File: src/rtl/cell_pattern_exerciser.sv
// Drives one combinational cell with binary or Gray input sweeps,
// compacts the sampled output into a MISR and counts output transitions.
module cell_pattern_exerciser #(
    parameter int N_IN   = 6,
    parameter int SETTLE = 2
) (
    input  logic            CLK,
    input  logic            RST,
    input  logic            START,
    input  logic            MODE,
    input  logic [7:0]      REPEAT,
    output logic [N_IN-1:0] STIM,
    input  logic            QN,
    output logic            BUSY,
    output logic            DONE,
    output logic [15:0]     SIG,
    output logic [15:0]     TOGGLES
);

    typedef enum logic [1:0] {
        IDLE,
        DRIVE,
        SAMPLE,
        FINISH
    } state_t;

    localparam logic [3:0] SC_LAST = (SETTLE > 0) ? 4'(SETTLE - 1) : 4'd0;

    state_t          state;
    logic [N_IN-1:0] cnt;
    logic [N_IN-1:0] cnt_next;
    logic [7:0]      sweep;
    logic [7:0]      rep;
    logic            mode_q;
    logic [3:0]      sc;
    logic            first;
    logic            prev;
    logic            last;
    logic            toggle;
    logic [15:0]     sig_next;

    function automatic logic [N_IN-1:0] pattern(input logic m,
                                               input logic [N_IN-1:0] c);
        return m ? (c ^ (c >> 1)) : c;
    endfunction

    always_comb begin
        cnt_next = cnt + N_IN'(1);
        last     = (&cnt) && (sweep == rep);
        toggle   = !first && (QN != prev);
        sig_next = {SIG[14:0], 1'b0}
                 ^ (SIG[15] ? 16'h1021 : 16'h0000)
                 ^ {15'b0, QN};
    end

    always_ff @(posedge CLK or posedge RST) begin
        if (RST) begin
            state   <= IDLE;
            cnt     <= '0;
            sweep   <= '0;
            rep     <= '0;
            mode_q  <= 1'b0;
            sc      <= '0;
            first   <= 1'b0;
            prev    <= 1'b0;
            STIM    <= '0;
            BUSY    <= 1'b0;
            DONE    <= 1'b0;
            SIG     <= '0;
            TOGGLES <= '0;
        end else begin
            DONE <= 1'b0;
            case (state)
                IDLE: begin
                    if (START) begin
                        cnt     <= '0;
                        sweep   <= '0;
                        rep     <= REPEAT;
                        mode_q  <= MODE;
                        sc      <= '0;
                        first   <= 1'b1;
                        prev    <= 1'b0;
                        SIG     <= '0;
                        TOGGLES <= '0;
                        STIM    <= '0;
                        BUSY    <= 1'b1;
                        state   <= (SETTLE == 0) ? SAMPLE : DRIVE;
                    end
                end
                DRIVE: begin
                    if (sc == SC_LAST) begin
                        sc    <= '0;
                        state <= SAMPLE;
                    end else begin
                        sc <= sc + 4'd1;
                    end
                end
                SAMPLE: begin
                    SIG   <= sig_next;
                    first <= 1'b0;
                    prev  <= QN;
                    if (toggle && (TOGGLES != 16'hFFFF))
                        TOGGLES <= TOGGLES + 16'd1;
                    if (last) begin
                        STIM  <= '0;
                        BUSY  <= 1'b0;
                        DONE  <= 1'b1;
                        state <= FINISH;
                    end else begin
                        // the all-ones pattern wraps cnt and closes a sweep
                        cnt  <= cnt_next;
                        STIM <= pattern(mode_q, cnt_next);
                        if (&cnt)
                            sweep <= sweep + 8'd1;
                        state <= (SETTLE == 0) ? SAMPLE : DRIVE;
                    end
                end
                FINISH: begin
                    state <= IDLE;
                end
                default: begin
                    state <= IDLE;
                end
            endcase
        end
    end

endmodule

File: config.mk
export PLATFORM = sky130hd
export DESIGN_NAME = cell_pattern_exerciser
export DESIGN_NICKNAME = d
export VERILOG_FILES = /design/src/rtl/cell_pattern_exerciser.sv
export SDC_FILE = /design/constraint.sdc
export NUM_CORES = 1
export LEC_CHECK = 0
export ABC_AREA = 1
export BUFFER_PORTS_ARGS = -buffer_cell sky130_fd_sc_hd__buf_2
export CAP_MARGIN = 20
export CORE_MARGIN = 1
export CORE_UTILIZATION = 45
export DETAILED_ROUTE_END_ITERATION = 16
export GPL_TIMING_DRIVEN = 0
export PLACE_DENSITY_LB_ADDON = 0.2
export SLEW_MARGIN = 40
export SYNTH_ARGS = -nofsm -noshare
export SYNTH_HDL_FRONTEND = slang
export SYNTH_SLANG_ARGS = --single-unit
export TNS_END_PERCENT = 100
File: constraint.sdc
create_clock -name CLK -period 4 [get_ports CLK]
set_input_delay 0.2 -clock CLK [delete_from_list [all_inputs] [get_ports CLK]]
set_output_delay 0.2 -clock CLK [all_outputs]
set_load 0.01 [all_outputs]
# After elaboration in Yosys (flattened, before gate mapping)
# Cells that the tools add are included.
[word_totals]
in_bits = 13
memories = 0
elab_cells = 79
output_inout_bits = 40
ram_bits = 0
latch_bits = 0
register_bits = 71
romBits = 0
[op_classes]
shift = 0
mux = 30
magnitude_cmp = 0
bitwise = 3
div = 0
multipliers = 0
reduce_logical = 16
eq_ne = 13
n_addsub = 4
[ops]
columns = ["cell", "count"]
rows = [
  ["$pmux W16 S2", 2],
  ["$mux W16", 2],
  ["$mux W6", 4],
  ["$mux W8", 3],
  ["$pmux W6 S2", 2],
  ["$add A16 B1 Y16 const B", 1],
  ["$ne A16 B16 Y1 const B", 1],
  ["$pmux W8 S2", 1],
  ["$xor A16 B1 Y16", 1],
  ["$xor A16 B13 Y16", 1],
  ["$mux W13", 1],
  ["$ne A2 B2 Y1 const B", 6],
  ["$reduce_and A3 Y1", 3],
  ["$add A8 B1 Y8 const B", 1],
  ["$eq A8 B8 Y1", 1],
  ["$mux W4", 2],
  ["$pmux W2 S4", 1],
  ["$pmux W4 S2", 1],
  ["$reduce_and A2 Y1", 4],
  ["$add A6 B1 Y6 const B", 1],
  ["$mux W2", 3],
  ["$pmux W1 S2", 3],
  ["$reduce_and A6 Y1", 1],
  ["$xor A6 B5 Y6", 1],
  ["other kinds (11)", 19],
]

# Logic depth before layout (Yosys ltp)
# Gate-level depths: netlist of run 1.
[depth]
ltp_word = 5
mapped_depth = 11
ltp_nobuf = 11

# Worst setup path before layout of run 1
# No wires, ideal clock.
[synth_path]
path_type = "flip-flop to flip-flop"
startpoint = "reg cnt[0]"
endpoint = "reg STIM[0]"
setup_ns = 0.127
synth_period_minus_slack_ns = 1.479
stages_incl_launch_ff = 11
t_arrival_ns = 1.352
path_slack_ns = 2.521
t_required_ns = 3.873
n_path_buf = 0
cell_sequence = "dfrtp_1 -> ha_1 -> nand2_1 -> inv_2 -> nand2_2 -> nor2_2 -> nand2_1 -> nor2_4 -> nand2_2 -> nand2_2 -> o21ai_0"
[synth_via]
elab_chain_cells = 5
elab_cells_between_ends = 7
classes_between = "add/sub (1); mux (3); bitwise (1); reduce/logical (2)"
[synth_rtl]
columns = ["element", "line", "source"]
rows = [
  ["from (decl)", "30", "logic [N_IN-1:0] cnt;"],
  ["from (signal assigned)", "111", "cnt <= cnt_next;"],
  ["$add A6 B1 Y6", "48", "cnt_next = cnt + N_IN'(1);"],
  ["$xor A6 B5 Y6", "44", "return m ? (c ^ (c >> 1)) : c;"],
  ["$mux W6", "44", ""],
  ["$mux W6 *", "104", "if (last) begin"],
  ["$pmux W6 S2 *", "73", "case (state)"],
  ["to (signal assigned)", "112", "STIM <= pattern(mode_q, cnt_next);"],
  ["to (decl)", "12", "output logic [N_IN-1:0] STIM,"],
]
# Mark *: on every way between the ends. The rest lies on a longest branch, timed or not.
# A chain may end at the register's enable or synchronous reset.

# Worst setup path in the final report of run 1
[layout_path]
startpoint = "reg cnt[0]"
endpoint = "reg cnt[5]"
[layout_via]
elab_chain_cells = 4
elab_cells_between_ends = 7
classes_between = "add/sub (1); eq/ne (1); mux (2); reduce/logical (3)"
[layout_rtl]
columns = ["element"]
rows = [
  ["parallel branches: the longest is 4 deep, another holds $add A6 B1 Y6"],
]
# Parallel ways; which one is timed is not known. The select of a mux whose other input is x is not followed.

==> results of run 1 <==
-- cells in the final DEF (no fill, tap or decap), drive strengths merged --
| master | count |
|---|---|
| dlygate4sd3 | 1 |
| o22ai | 15 |
| nand3 | 35 |
| clkinvlp | 2 |
| clkinv | 3 |
| dfrtp | 71 |
| clkbuf | 13 |
| buf | 61 |
| nand3b | 1 |
| xor2 | 21 |
| or2 | 1 |
| a21oi | 4 |
| bufinv | 2 |
| a22o | 1 |
| o21ai | 18 |
| nand2 | 163 |
| xnor2 | 7 |
| nor3 | 2 |
| nand4 | 5 |
| nor3b | 2 |
| inv | 53 |
| nor2 | 49 |
| ha | 5 |
-- worst max path at each step --
| stage | slack (ns) | cells after the start | to |
|---|---|---|---|
| 6_report | 2.26 | 11 | cnt[5]$_DFFE_PP0P_ |
| 5_1_grt | 2.04 | 11 | cnt[5]$_DFFE_PP0P_ |
| 4_1_cts | 2.26 | 11 | cnt[5]$_DFFE_PP0P_ |
| 3_5_place_dp | 2.30 | 10 | STIM[1]$_DFFE_PP0P_ |
| 3_3_place_gp | 1.07 | 2 | TOGGLES[5]$_DFFE_PP0P_ |
| 2_1_floorplan | 2.00 | 1 | BUSY$_DFFE_PP0P_ |
-- report_power, final --
group          internal [W]  switching [W]
Clock              0.000352       0.000286
Combinational      0.000236       0.000455
Sequential         0.000842       0.000102
Total               0.00143       0.000843
-- cells by family (layout without fill, tap and decap cells) --
| logic type | Yosys count | in the layout | share of synthesized area (%) |
|---|---|---|---|
| and+or+nand+nor | 258 | 258 | 29.9 |
| adders and majority gates | 5 | 5 | 1.70 |
| xor gates and xnor gates | 28 | 28 | 6.68 |
| AOI/OAI and AO/OA | 38 | 38 | 6.10 |
| DFF | 71 | 71 | 48.4 |
| buffers and inverters | 65 | 135 | 7.26 |
-- stage by stage --
step                area (um^2)  setup WS [ns]  total power, W
detailed placement         4090           2.30         0.00166
floorplan                  3670           2.00         0.00145
global placement           4060           1.07         0.00163
global route               4320           2.04         0.00243
finish                     4320           2.26         0.00227
CTS                        4320           2.26         0.00230
-- per-layer routing --
metal / up-vias / wire (um)
met5: - / 0
met4: 0 / 76
met3: 7 / 324
met2: 63 / 3550
met1: 1434 / 3910
li1: 1586 / -
-- registers in the layout, summed over array words and instances (netlist names) --
signal	cells
BUSY	1
DONE	1
SIG	16
STIM	6
TOGGLES	16
cnt	6
first	1
mode_q	1
prev	1
rep	8
sc	4
state	2
sweep	8
-- worst register-to-register path, delay by kind of cell, from the launching register on --
| kind | cells | cell delay (ns) |
|---|---|---|
| fa+ha+maj | 1 | 0.18 |
| buf+inv | 1 | 0.07 |
| flops | 1 | 0.40 |
| simple gates | 9 | 1.02 |
-- area by class of cell --
type / count / area share (%)
plain buffers: 12 / 1.57
repair buffers: 54 / 6.72
clock buffers: 9 / 2.87
inverters: 53 / 4.72
flip-flops and latches: 71 / 41.2
clock inverters: 7 / 2.26
multi-input cells: 329 / 37.7
well taps: 102 / 2.96
==> results.sh, run 1 <==
export IMPL_dpl_cell_count=620
export IMPL_reg2reg_to="cnt[5]$_DFFE_PP0P_"
export IMPL_n_antenna_cell=0
export IMPL_crit_chain="ha_1, nand2_1, inv_2, nand2_2, nor2_2, nand2_1, nor2_4, nand2_2, nand2_2, nand3_1, nand2_1"
export IMPL_grt_max_degree=39
export IMPL_status="completed"
export IMPL_synth_avg_cell_area_um2=7.90
export IMPL_synth_ff_type="dfrtp_1"
export IMPL_via_count=3090
export IMPL_seq_area_um2=1780
export IMPL_viasPerCell=4.85
export IMPL_die_x_um=92.3
export IMPL_drt_iter0_drc=92
export IMPL_rrSetupSlack_ns=2.26
export IMPL_period_needed_ns=1.74
export IMPL_ant_nets=0
export IMPL_cts_path_max_buffers=2
export IMPL_final_util_pct=55.3
export IMPL_ys_types=31
export IMPL_worst_ep_arrival_time_ns=2.02
export IMPL_die_y_um=92.3
export IMPL_holdPathStages=3
export IMPL_fmax_ghz=0.575
export IMPL_ys_warn_count=0
export IMPL_rsz0062_at_grt="false"
export IMPL_power_density_nw_per_um2=527
export IMPL_fin_crit_sh_pct=43.5
export IMPL_port_buffers=52
export IMPL_startpoint="cnt[0]$_DFFE_PP0P_"
export IMPL_dr_pass1_iters=5
export IMPL_cts_resized_gates=0
export IMPL_ir_drop_v=0.000248
export IMPL_synth_top_cell_by_area="dfrtp_1"
export IMPL_fin_setup_tns_ns=0
export IMPL_hold_slack_ns=0.0504
export IMPL_tightest_slew_ns=0.516
export IMPL_drive_gt1_share_pct=17.6
export IMPL_grt_busiest_layer="met2"
export IMPL_grt_pass1_vias=2915
export IMPL_min_to="rep[2]$_DFFE_PP0P_"
export IMPL_multiInputGateArea_um2=1630
export IMPL_slowest_stage="dfrtp_1"
export IMPL_fill_cells=792
export IMPL_met3_usage_pct=4.60
export IMPL_routed_wl_um=7860
export IMPL_hp_start="REPEAT[2]"
export IMPL_cp_top_family="simple AND/OR/NAND/NOR gates"
export IMPL_synth_top_cells_by_count="nand2_1 (159), dfrtp_1 (71), inv_1 (47)"
export IMPL_r2r_cells=11
export IMPL_grt_pass1_wl_um=13600
export IMPL_post_cts_setup_buffers=0
export IMPL_leakagePower_nw=2.26
export IMPL_cp_required_ns=4.28
export IMPL_design_core_area_um2=7810
export IMPL_ys_async_sr_fraction_pct=100
export IMPL_setup_viol=0
export IMPL_place_hpwl_um=5690
export IMPL_synth_edff_count=0
export IMPL_grt_usage_pct=20.4
export IMPL_grtUsageMet1_pct=28.6
export IMPL_wl_per_cell_um=12.3
export IMPL_synth_most_common_cell="nand2_1"
export IMPL_hp_class="in2reg"
export IMPL_cp_max_fo=8
export IMPL_rr_startpoint="cnt[0]$_DFFE_PP0P_"
export IMPL_fp_row_count=32
export IMPL_hold_violations=0
export IMPL_finalWeightedCongestion=0.859
export IMPL_nNetsFinal=548
export IMPL_cp_end_kind="register"
export IMPL_synthTopCellsByArea="dfrtp_1 (48%), nand2_1 (16%), xor2_1 (5.0%), inv_1 (4.8%), nor2_1 (4.6%)"
export IMPL_cts_sinks=71
export IMPL_cts_root_buffer="clkbuf_8"
export IMPL_htree_levels=3
export IMPL_fp_dieArea_um2=8530
export IMPL_maxCapViolCount=0
export IMPL_initial_core_util_pct=47.0
export IMPL_synth_cells=465
export IMPL_drc_errors=0
export IMPL_slowest_delay_ns=0.40
export IMPL_overflow=0
export IMPL_path_buf_inv=1
export IMPL_clock_skew_ns=0.0107
export IMPL_io_pins=53
export IMPL_area_growth_pct=17.5
export IMPL_antenna_found_initial=0
export IMPL_slew_headroom_pct=65.6
export IMPL_ys_seq_area_share_pct=48.4
export IMPL_start_kind="register"
export IMPL_use_met2_pct=31.2
export IMPL_syn_num_nets=483
export IMPL_instances_no_fill=637
export IMPL_crit_type="reg2reg"
export IMPL_clk_latency_ns=0.35
export IMPL_netlist_area_um2=3670
export IMPL_clk_pin_slew_ns=0.08
export IMPL_synth_top_area_share_pct=48.4
export IMPL_synth_seq_cells=71
export IMPL_tritoncts="done"
export IMPL_maxSlewViolCount=0
export IMPL_cts_hold_buffers_added=1
export IMPL_cts_buffers=9
(Power assumes the default switching activity.)
==> run 2: changes to the inputs <==
ABC_AREA = 0   (was 1)
clock period = 1.6 ns   (was 4 ns; I/O delays follow)
==> run 2 against run 1 <==
Effect of this change: the run now ends with negative setup slack left; clock-buffer cell count did not move; setup slack got worse by 2.4 ns; non-clock buffer count rose by 49; first-iteration DRC count rose by 98%; cell area rose by 15%; wire length rose by 17%; critical path depth fell by 4; core utilization rose by 12 points.
==> results.sh, run 2 <==
export IMPL_status="complete, but fails checks"
export IMPL_violations="negative setup slack"
export IMPL_cts_root_buffer="clkbuf_8"
export IMPL_cts_path_max_buffers=2
export IMPL_ant_nets=0
export IMPL_maxSlewViolCount=0
export IMPL_initial_core_util_pct=47.4
export IMPL_synth_top_area_share_pct=50.6
export IMPL_viasPerCell=5.37
export IMPL_maxCapViolCount=0
export IMPL_period_needed_ns=1.74
export IMPL_netlist_area_um2=3510
export IMPL_fp_row_count=31
export IMPL_hold_slack_ns=0.0992
export IMPL_grt_usage_pct=22.5
export IMPL_rr_startpoint="cnt[1]$_DFFE_PP0P_"
export IMPL_synth_top_cells_by_count="nand2_1 (90), dfrtp_1 (71), o21ai_0 (28)"
export IMPL_die_y_um=90.4
export IMPL_fmax_ghz=0.576
export IMPL_clock_skew_ns=0.00640
export IMPL_die_x_um=90.4
export IMPL_cp_max_fo=3
export IMPL_tritoncts="done"
export IMPL_synth_most_common_cell="nand2_1"
export IMPL_synth_top_cell_by_area="dfrtp_1"
export IMPL_setup_viol=26
export IMPL_rrSetupSlack_ns=-0.14
export IMPL_nNetsFinal=496
export IMPL_largestRegisters="SIG (16), TOGGLES (16)"
export IMPL_fp_dieArea_um2=8160
export IMPL_place_hpwl_um=5480
export IMPL_final_util_pct=67.3
export IMPL_cp_end_kind="register"
export IMPL_holdPathStages=3
export IMPL_clk_latency_ns=0.35
export IMPL_power_density_nw_per_um2=896
export IMPL_cp_required_ns=1.88
export IMPL_r2r_cells=7
export IMPL_grt_pass1_vias=2972
export IMPL_ys_warn_count=0
export IMPL_grt_pass1_wl_um=14500
export IMPL_syn_num_nets=384
export IMPL_synth_seq_cells=71
export IMPL_ys_seq_area_share_pct=50.6
export IMPL_leakagePower_nw=2.36
export IMPL_reg2reg_to="sweep[5]$_DFFE_PP0P_"
export IMPL_grt_max_degree=25
export IMPL_worst_ep_arrival_time_ns=2.02
export IMPL_io_pins=53
export IMPL_power_w=0.00447
export IMPL_drc_errors=0
export IMPL_port_buffers=52
export IMPL_antenna_found_initial=0
export IMPL_ys_async_sr_fraction_pct=100
export IMPL_dr_pass1_iters=4
export IMPL_synth_cells=366
export IMPL_start_kind="register"
export IMPL_min_to="SIG[0]$_DFFE_PP0P_"
export IMPL_fin_setup_tns_ns=-1.73
export IMPL_drt_iter0_drc=182
export IMPL_synth_avg_cell_area_um2=9.60
export IMPL_cts_sinks=71
export IMPL_fin_crit_sh_pct=109
export IMPL_hp_class="in2reg"
export IMPL_via_count=3123
export IMPL_synthTopCellsByArea="dfrtp_1 (51%), nand2_1 (9.6%), o21ai_0 (4.0%), xnor2_1 (3.2%), xor2_1 (3.2%)"
export IMPL_rsz0062_at_grt="true"
export IMPL_setup_ws_ns=-0.136
export IMPL_ys_types=50
export IMPL_synth_edff_count=0
export IMPL_synth_ff_type="dfrtp_1"
export IMPL_crit_type="reg2reg"
export IMPL_final_cell_mix="nand2_1 (89), dfrtp_1 (64), buf_2 (54)"
export IMPL_design_core_area_um2=7410
export IMPL_postLayoutCellArea_um2=4980
export IMPL_routed_wl_um=9160
export IMPL_drive_gt1_share_pct=36.2
export IMPL_finalWeightedCongestion=0.814
export IMPL_hp_start="QN"
export IMPL_post_dp_cell_area_um2=4010
export IMPL_wl_per_cell_um=15.7
export IMPL_hold_violations=0
export IMPL_n_antenna_cell=0
export IMPL_area_growth_pct=41.9
export IMPL_htree_levels=3
export IMPL_overflow=0
export IMPL_ir_drop_v=0.000814
export IMPL_clk_pin_slew_ns=0.08
export IMPL_tightest_slew_ns=0.724
export IMPL_layout_commonest_cell="nand2_1"
export IMPL_slew_headroom_pct=51.6
export IMPL_cts_buffers=9
==> run 2: cell count changes in the layout (fill, tap and decap cells not counted), moves of 9 or more <==
| cell | delta |
|---|---|
| nand2_1 | -70 |
| buf_4 | +28 |
| xor2_2 | +9 |
| mux2i_1 | +10 |
| nor2_1 | -30 |
| o21ai_0 | +10 |
| inv_1 | -39 |
| dlygate4sd3_1 | +10 |
| nand3_1 | -18 |
| o22ai_1 | -13 |
| xor2_1 | -17 |
==> run 2: worst max-delay path, stage by stage (launching register included) <==
cell,delay (ns)
dfrtp_1,0.40
ha_4,0.16
and3_4,0.20
nand4_1,0.16
buf_6,0.19
a2111oi_4,0.21
nand4_1,0.17
a21oi_2,0.16
==> run 2: metal layers <==
| layer | share of wire [%] | wire length, um | global-route usage [%] | up-vias |
|---|---|---|---|---|
| li1 | - | - | - | 1476 |
| met1 | 44 | 4010 | 28.9 | 1536 |
| met2 | 50 | 4570 | 37.9 | 96 |
| met3 | 4.8 | 441 | 3.79 | 15 |
| met4 | 1.4 | 130 | 9.14 | 0 |
| met5 | 0 | 0 | 0 | - |
==> run 2: worst max-delay path by stage <==
stage,depth (start not counted),from,end
floorplan,5,sweep[3]$_DFFE_PP0P_,STIM[0]$_DFFE_PP0P_
global placement,6,cnt[0]$_DFFE_PP0P_,sweep[2]$_DFFE_PP0P_
detailed placement,6,cnt[0]$_DFFE_PP0P_,sweep[2]$_DFFE_PP0P_
CTS,7,cnt[1]$_DFFE_PP0P_,sweep[5]$_DFFE_PP0P_
global route,7,cnt[0]$_DFFE_PP0P_,sweep[5]$_DFFE_PP0P_
finish,7,cnt[1]$_DFFE_PP0P_,sweep[5]$_DFFE_PP0P_
==> run 2: final cells by class <==
type	count	area, um^2
fill	552	2420
multi-input combinational	272	1930
sequential	71	1790
timing repair buffer	102	742
clock inverter	7	168
clock buffer	9	124
tap	99	124
buffer	13	77.6
inverter	9	37.5
==> run 2: stage by stage <==
step / cells / worst slack [ns]
after floorplan: 366 / -0.120
after global placement: 517 / -0.274
after global routing: 582 / -0.236
after CTS: 574 / -0.0978
after detailed placement: 520 / -0.301
final: 582 / -0.136
==> run 2: report_power, final <==
group | internal [W] | switching [W]
logic | 0.000208 | 0.000205
clock network | 0.00136 | 0.000732
registers | 0.00187 | 0.0000966
total | 0.00343 | 0.00103
==> run 2: logic make-up (layout without fill, tap and decap cells) <==
group | Yosys count | in the layout | share of synthesized area, %
flip-flops | 71 | 71 | 50.6
XOR/XNOR | 26 | 26 | 6.48
AND/OR/NAND/NOR | 167 | 167 | 23.2
AO/OA/AOI/OAI | 63 | 63 | 12.1
adder cells (fa/ha/maj) | 5 | 5 | 1.78
multiplexers | 11 | 11 | 3.17
buffers and inverters | 23 | 140 | 2.71
==> run 2: what timing repair did <==
item / CTS / global route
setup endpoints to repair: 65 / 61
hold buffers: 11 / 0
resized for setup: 40 / 36
buffers inserted: 27 / 8
pin swaps: 18 / 25
hold endpoints to repair: 57 / 0
cloned: 1 / 0
